$ cat src/rtl/fetch_pkg.sv
// Shared types and constants for the instruction fetch front end.
package fetch_pkg;
  typedef enum logic [2:0] {
    IDLE = 3'd0,
    REQ  = 3'd1,
    WAIT = 3'd2,
    HOLD = 3'd3,
    HALT = 3'd4
  } fetch_state_t;

  localparam logic [1:0] TGT_PC_IMM = 2'b00;
  localparam logic [1:0] TGT_ALU    = 2'b01;
  localparam logic [1:0] TGT_SEQ    = 2'b10;

  localparam logic [31:0] NOP_INSTR = 32'h0000_0013;
endpackage

$ cat src/rtl/next_pc_gen.sv
// Next fetch address selection from the control path's redirect outputs.
module next_pc_gen
  import fetch_pkg::*;
#(
  parameter int XLEN = 32
) (
  input  logic [XLEN-1:0] pc,
  input  logic            PCSrc,
  input  logic [1:0]      TargetSrc,
  input  logic [XLEN-1:0] imm_ext,
  input  logic [XLEN-1:0] alu_result,
  output logic [XLEN-1:0] next_pc,
  output logic            misaligned
);
  always_comb begin
    next_pc = pc + XLEN'(4);
    if (PCSrc) begin
      case (TargetSrc)
        TGT_ALU: next_pc = alu_result & ~XLEN'(1);
        TGT_SEQ: next_pc = pc + XLEN'(4);
        // reserved encoding 2'b11 behaves like a branch/JAL target
        default: next_pc = pc + imm_ext;
      endcase
    end
    misaligned = (next_pc[1:0] != 2'b00);
  end
endmodule

$ cat src/rtl/instr_fetch_unit.sv
// Sequential instruction fetch: one outstanding word request, holds the
// fetched instruction until retire, then steers the PC from the control path.
module instr_fetch_unit
  import fetch_pkg::*;
#(
  parameter logic [31:0] RESET_PC = 32'h0000_0000,
  parameter int          XLEN     = 32
) (
  input  logic            clk,
  input  logic            reset,
  output logic            imem_req,
  output logic [XLEN-1:0] imem_addr,
  input  logic            imem_gnt,
  input  logic            imem_rvalid,
  input  logic [31:0]     imem_rdata,
  output logic            instr_valid,
  output logic [31:0]     instr,
  output logic [XLEN-1:0] pc,
  output logic [XLEN-1:0] pc_plus4,
  input  logic            instr_ready,
  input  logic            PCSrc,
  input  logic [1:0]      TargetSrc,
  input  logic [XLEN-1:0] imm_ext,
  input  logic [XLEN-1:0] alu_result,
  output logic            fetch_misaligned,
  output logic [2:0]      dbg_state
);
  // Memory handshake: a request is accepted in the cycle imem_req && imem_gnt;
  // imem_addr is held until then. Decode handshake: an instruction retires in
  // the cycle instr_valid && instr_ready; instr/pc are held until then.

  fetch_state_t    state;
  logic [XLEN-1:0] next_pc;
  logic            next_misaligned;

  next_pc_gen #(.XLEN(XLEN)) u_next_pc_gen (
    .pc         (pc),
    .PCSrc      (PCSrc),
    .TargetSrc  (TargetSrc),
    .imm_ext    (imm_ext),
    .alu_result (alu_result),
    .next_pc    (next_pc),
    .misaligned (next_misaligned)
  );

  assign dbg_state = state;

  always_ff @(posedge clk) begin
    if (reset) begin
      state            <= IDLE;
      imem_req         <= 1'b0;
      imem_addr        <= RESET_PC;
      instr_valid      <= 1'b0;
      instr            <= NOP_INSTR;
      pc               <= RESET_PC;
      pc_plus4         <= RESET_PC + 32'd4;
      fetch_misaligned <= 1'b0;
    end else begin
      case (state)
        IDLE: begin
          state     <= REQ;
          imem_req  <= 1'b1;
          imem_addr <= pc;
        end
        REQ: begin
          if (imem_gnt) begin
            state    <= WAIT;
            imem_req <= 1'b0;
          end
        end
        WAIT: begin
          if (imem_rvalid) begin
            state       <= HOLD;
            instr       <= imem_rdata;
            instr_valid <= 1'b1;
          end
        end
        HOLD: begin
          if (instr_ready) begin
            instr_valid <= 1'b0;
            pc          <= next_pc;
            pc_plus4    <= next_pc + XLEN'(4);
            // a misaligned target parks the unit with pc pointing at it
            if (next_misaligned) begin
              state            <= HALT;
              fetch_misaligned <= 1'b1;
            end else begin
              state     <= REQ;
              imem_req  <= 1'b1;
              imem_addr <= next_pc;
            end
          end
        end
        HALT: begin
          imem_req    <= 1'b0;
          instr_valid <= 1'b0;
        end
        default: state <= IDLE;
      endcase
    end
  end
endmodule
$ cat config.mk
export PLATFORM = sky130hd
export DESIGN_NAME = instr_fetch_unit
export DESIGN_NICKNAME = d
export VERILOG_FILES = /design/src/rtl/fetch_pkg.sv /design/src/rtl/next_pc_gen.sv /design/src/rtl/instr_fetch_unit.sv
export SDC_FILE = /design/constraint.sdc
export NUM_CORES = 1
export LEC_CHECK = 0
export ABC_AREA = 1
export BUFFER_PORTS_ARGS = -buffer_cell sky130_fd_sc_hd__buf_2
export CAP_MARGIN = 20
export CORE_MARGIN = 8
export CORE_UTILIZATION = 51
export DETAILED_ROUTE_END_ITERATION = 8
export PLACE_DENSITY = 0.77
export SYNTH_ARGS = -nofsm -noshare
export SYNTH_HDL_FRONTEND = slang
export SYNTH_SLANG_ARGS = --single-unit
$ cat constraint.sdc
create_clock -name clk -period 6.2 [get_ports clk]
set_input_delay 1.24 -clock clk [delete_from_list [all_inputs] [get_ports clk]]
set_output_delay 1.24 -clock clk [all_outputs]
set_load 0.005 [all_outputs]
* Word-level counts from Yosys, hierarchy flattened
Index checks and enable logic that the tools add are counted.
** Storage, ports and cells
- Flip-flop bits (word level) :: 134
- Output and inout port bits :: 134
- Logic and storage cells :: 51
- Bits of input ports :: 104
** Operators by class
- $add $sub $neg :: 3
- Multiplexer cells :: 17
- Bitwise operators :: 1
- Reduce and logical (&&, ||, !) cells :: 12
- Equality and inequality tests :: 10
** Operators with widths (count)
- $pmux 32 s2 :: 2
- $mux 32 :: 3
- $add 32x3->32 const B :: 2
- $add 32x32->32 :: 1
- $pmux 3 s5 :: 1
- $mux 3 :: 4
- $reduce_and 3->1 :: 3
- $ne 2x2->1 const B :: 4
- $reduce_and 4->1 :: 2
- $eq 3x2->1 const B :: 2
- $mux 1 :: 5
- $pmux 1 s4 :: 1
- $reduce_and 2->1 :: 2
- $reduce_bool 2->1 :: 2
- $reduce_bool 4->1 :: 1
- $eq 3x1->1 const B :: 1
- $eq 3x3->1 const B :: 1
- $logic_not 3->1 :: 1
- $pmux 1 s3 :: 1
- $reduce_bool 3->1 :: 1
- $eq 2x1->1 const B :: 1
- $eq 2x2->1 const B :: 1
- $not 1->1 :: 1

* Longest topological paths before layout
- Depth in word-level cells :: 7
- Mapped depth :: 25
- Depth with buffers taken out :: 25

* Hierarchy
Synthesis repeated with hierarchy kept, for this count alone.
** Second synthesis, totals
- Cells, all modules :: 1675
- Area, all modules :: 9713.1 um2
** By module, submodules not included
- instr_fetch_unit :: area an instance 5776.8 um2, times used 1, cells an instance 852
- next_pc_gen :: area an instance 3936.3 um2, times used 1, cells an instance 823

* Worst setup path after synthesis
OpenSTA, ideal clock, no wires.
- Kind :: in2reg
- From :: input TargetSrc[0]
- To :: register pc_plus4[24]
- Arrival time :: 3.466 ns
- Path buffers :: 0
- Library setup time :: 0.109 ns
- Path slack :: 2.626 ns
- Stages on the path :: 20
- Cells stage by stage :: inv_1 > ha_1 > inv_2 > nand2_2 > nand2_4 > inv_2 > o211ai_4 > ha_1 > a21boi_2 > nand3_1 > nor2_1 > nand3_2 > nor2_4 > nand2_4 > nor2_2 > nand2_1 > nand2_1 > nand3_1 > nand2_1 > inv_1
** On the way
- Cells in the longest elaborated chain, start to end :: 4
- Elaborated cells on any way between the ends :: 5
** RTL lines
- start: declaration :: RTL line instr_fetch_unit.sv:22 : input logic [1:0] TargetSrc,
- $eq 2x2->1 or $eq 2x1->1 (tied branches) :: RTL line next_pc_gen.sv:18 : case (TargetSrc)
- $pmux 32 s2 (*) :: RTL line next_pc_gen.sv:18
- $mux 32 (*) :: RTL line next_pc_gen.sv:17 : if (PCSrc) begin
- via next_pc[2] :: RTL line instr_fetch_unit.sv:33 : logic [XLEN-1:0] next_pc;
- $add 32x3->32 (*) :: RTL line instr_fetch_unit.sv:82 : pc_plus4 <= next_pc + XLEN'(4);
- end signal: assignment :: RTL line instr_fetch_unit.sv:56 : pc_plus4 <= RESET_PC + 32'd4;
- end signal: assignment :: RTL line instr_fetch_unit.sv:82
- end: declaration :: RTL line instr_fetch_unit.sv:19 : output logic [XLEN-1:0] pc_plus4,
Mark *: on every way through the listed nets, which the timed path passes. The rest lies on a longest branch.
A chain may end at the register's enable or synchronous reset.

* Worst setup path in the final report
- From :: input TargetSrc[0]
- To :: register imem_addr[5]
** On the way
- Cells in the longest elaborated chain, start to end :: 6
- Elaborated cells on any way between the ends :: 10
** RTL lines
- $eq 2x2->1 or $eq 2x1->1 (tied branches) :: RTL line next_pc_gen.sv:18
- $pmux 32 s2 (*) :: RTL line next_pc_gen.sv:18
- $mux 32 (*) :: RTL line next_pc_gen.sv:17
- $mux 32 or $reduce_bool 2->1 (tied branches) :: RTL line instr_fetch_unit.sv:84, next_pc_gen.sv:25
- $mux 32 or $ne 2x2->1 (tied branches)
- $pmux 32 s2 or $reduce_and 3->1 (tied branches)
- end signal: assignment :: RTL line instr_fetch_unit.sv:63 : imem_addr <= pc;
- end signal: assignment :: RTL line instr_fetch_unit.sv:90 : imem_addr <= next_pc;
- end: declaration :: RTL line instr_fetch_unit.sv:12 : output logic [XLEN-1:0] imem_addr,
Mark *: on every way between the ends. The rest lies on a longest branch, timed or not. The select of a mux whose other input is x is not followed.

==> results.tsv <==
metric	value	unit
Mapped Area	9930	um2
Worst Max-Slew Pin Slew	935	ps
Core Area	19300	um2
number of flops mapped to enable cells by yosys	0	
vias in the first global route	11110	
initial antenna violation count	0	
total die area	24200	um2
Yosys top cell area share	0.266	
maxcap violations	0	
Final Hold Fails	0	
Initial Util	0.515	
Final period util	0.701	
dpl cells	2098	
Synth top cells by count	nand2_1 (507), inv_1 (221), a21oi_1 (153), nand3_1 (139), dfxtp_1 (132)	
clk slew on worst S/H paths	60	ps
Reg2Reg Setup Slack	2630	ps
dpl hpwl	28400	um
Mapped Avg Cell Area	6.03	um2
Hold Path End	pc_plus4[2]	
area leader, netlist	dfxtp_1	
I/O pin count	238	
main area contributors after synthesis	dfxtp_1 (27%), nand2_1 (19%), inv_1 (8.4%)	
Area Overhead vs Synth	18.8	%
Place WS	1540	ps
leakage	6.23	nW
ys flop type	dfxtp_1	
Setup Fix Bufs, Post-CTS	0	
Final #Nets	1992	
register area	2640	um2
Detailed Route Iter0 Violations	855	
Tmin final	4340	ps
largest net degree at the start of global routing	75	
CP arrival	4650	ps
Peak VDD IR	0.265	mV
RR Startpoint	pc[0]	
CTS buffer count	17	
yosys warns	0	
GRT Total Usage	0.295	
clk buf depth	2	
setup ws final	1860	ps
Port Buffer Count	236	
Routed WL	36100	um
Fillers	1908	
Die Ht	156	um
Achievable Freq	230	MHz
H-tree Lvls	4	
final setup vio count	0	
reg2reg path depth	20	
CTS tree	yes	
Die Wd	156	um
Reg-to-Reg End	pc_plus4[28]	
skew final	11.3	ps
row count	51	
share of layout cells above drive strength 1	0.192	
Max-slew headroom	0.376	
final core utilization	0.612	
final setup TNS	0	ps
PD cells	284	nW/um2
Routability Congestion	0.962	
worst setup path class	in2reg	
Async SR Flop Fraction	0	
global-route wire length before repair	57100	um
Final Instance Area	11800	um2
final slew viol count	0	
Hold Crit Class	reg2reg	
n_diodes	0	
most common cell in the netlist	nand2_1	
CP startpoint kind	input port	
Cell Count, Final, Fillers Out	2128	
Critical Path Sink Type	flip-flop	
Syn Nets	1788	
DR vias	11379	
CP Data Required Time	6500	ps
global route total overflow	0	
Yosys cell types	50	
beginning of the worst hold path	pc_plus4[2]	
Clock Latency Late Sink	420	ps
CTS Hold Buffers Added	0	
Root Buffer Master	clkbuf_16	
Worst Hold Depth	1	
outcome	finished, final reports clean	
Antenna Violating Nets Remaining	0	
drt pass-1 iters	5	
RSZ-0062 raised after global routing	no	
Post-CTS Resized	0	
DR WL/cell	16.9	um
DR vias/cell	5.35	
area occupied by multi-input gates	6080	um2
worst-path fanout max	34	
synthesized flop and latch total	132	
Post-DP Area	11200	um2
Post-Synthesis Cells	1648	
# clock sinks	132	
DRC violations left	0	
sequential area share after synthesis	0.266	
==> worst max-delay path, cell delays in order <==
cell and delay, ps:
buf_2 90, inv_1 40, ha_1 470, nand2_2 160, clkinv_2 280, nand2_1 130
a21boi_1 460, nand4_1 190, nand2_1 100, nand3_2 60, buf_4 250, inv_1 690
o21ai_0 210, o221ai_1 190, inv_1 60
==> per-stage QoR <==
stage,power [mW],hold WS (ps)
after floorplan,1.88,447
after global placement,2.31,435
after detailed placement,2.33,438
after CTS,3.35,450
after global routing,3.55,478
final,3.35,449
==> cell usage in the layout, fill, tap and decap left out, drive strengths merged <==
cell | synthesis | routed
nor2 | 128 | 128
o221ai | 1 | 1
nor4 | 4 | 4
bufinv | 0 | 3
nor3 | 17 | 17
buf | 22 | 243
nand3b | 13 | 13
o31ai | 1 | 1
o211ai | 19 | 19
o21ai | 92 | 92
inv | 242 | 242
a211oi | 1 | 1
xor2 | 5 | 5
a21oi | 154 | 154
a21o | 2 | 2
nand3 | 148 | 148
ha | 35 | 35
dfxtp | 132 | 132
a21boi | 3 | 3
clkinvlp | 0 | 1
xnor2 | 2 | 2
o21a | 4 | 4
and2 | 1 | 1
nand4 | 19 | 19
a31oi | 10 | 10
or2 | 5 | 5
o21bai | 14 | 14
nor2b | 1 | 1
clkbuf | 36 | 21
clkinv | 2 | 7
fa | 1 | 1
nand2 | 534 | 534
==> final cells by class <==
class                   count  area share
multi-input cells        1214       0.515
inverters                 244      0.0784
clock buffers              21      0.0390
clock inverters             9      0.0110
well taps                 265      0.0281
repair buffers            243       0.105
flip-flops and latches    132       0.224
==> logic make-up (layout without fill, tap and decap cells) <==
group,after synthesis,in the layout,synth area share
compound gates,301,301,0.167
simple gates,870,870,0.393
flops,132,132,0.266
xor+xnor,7,7,0.00617
buf+inv,302,517,0.123
fa+ha+maj,36,36,0.0461
==> registers in the layout, summed over array words and instances (netlist names) <==
name              flops
instr_valid           1
pc                   32
imem_addr            32
pc_plus4             30
fetch_misaligned      1
instr                32
imem_req              1
dbg_state             3
==> worst max path at each step <==
stage / slack (ps) / startpoint / cells after the start / to
after global routing: 1640 / TargetSrc[0] / 15 / imem_addr[5]
after detailed placement: 1540 / TargetSrc[0] / 15 / imem_addr[5]
after floorplan: 2630 / TargetSrc[0] / 20 / pc_plus4[24]
after global placement: 1570 / TargetSrc[0] / 15 / imem_addr[5]
after CTS: 1950 / TargetSrc[0] / 15 / imem_addr[5]
final: 1860 / TargetSrc[0] / 15 / imem_addr[5]
==> power breakdown <==
part	total [mW]	internal [mW]	switching (mW)
clock	1.02	0.648	0.374
combinational	1.18	0.412	0.771
sequential	1.15	1.01	0.142
==> layer usage <==
layer / wire, um / part of all wire / GRT usage / up-vias
met5: 0 / 0 / 0 / -
met4: 1240 / 0.034 / 0.119 / 0
met3: 3450 / 0.096 / 0.0717 / 75
met2: 15900 / 0.44 / 0.473 / 530
met1: 15400 / 0.43 / 0.372 / 5068
li1: - / - / - / 5706
(Power assumes the default switching activity.)
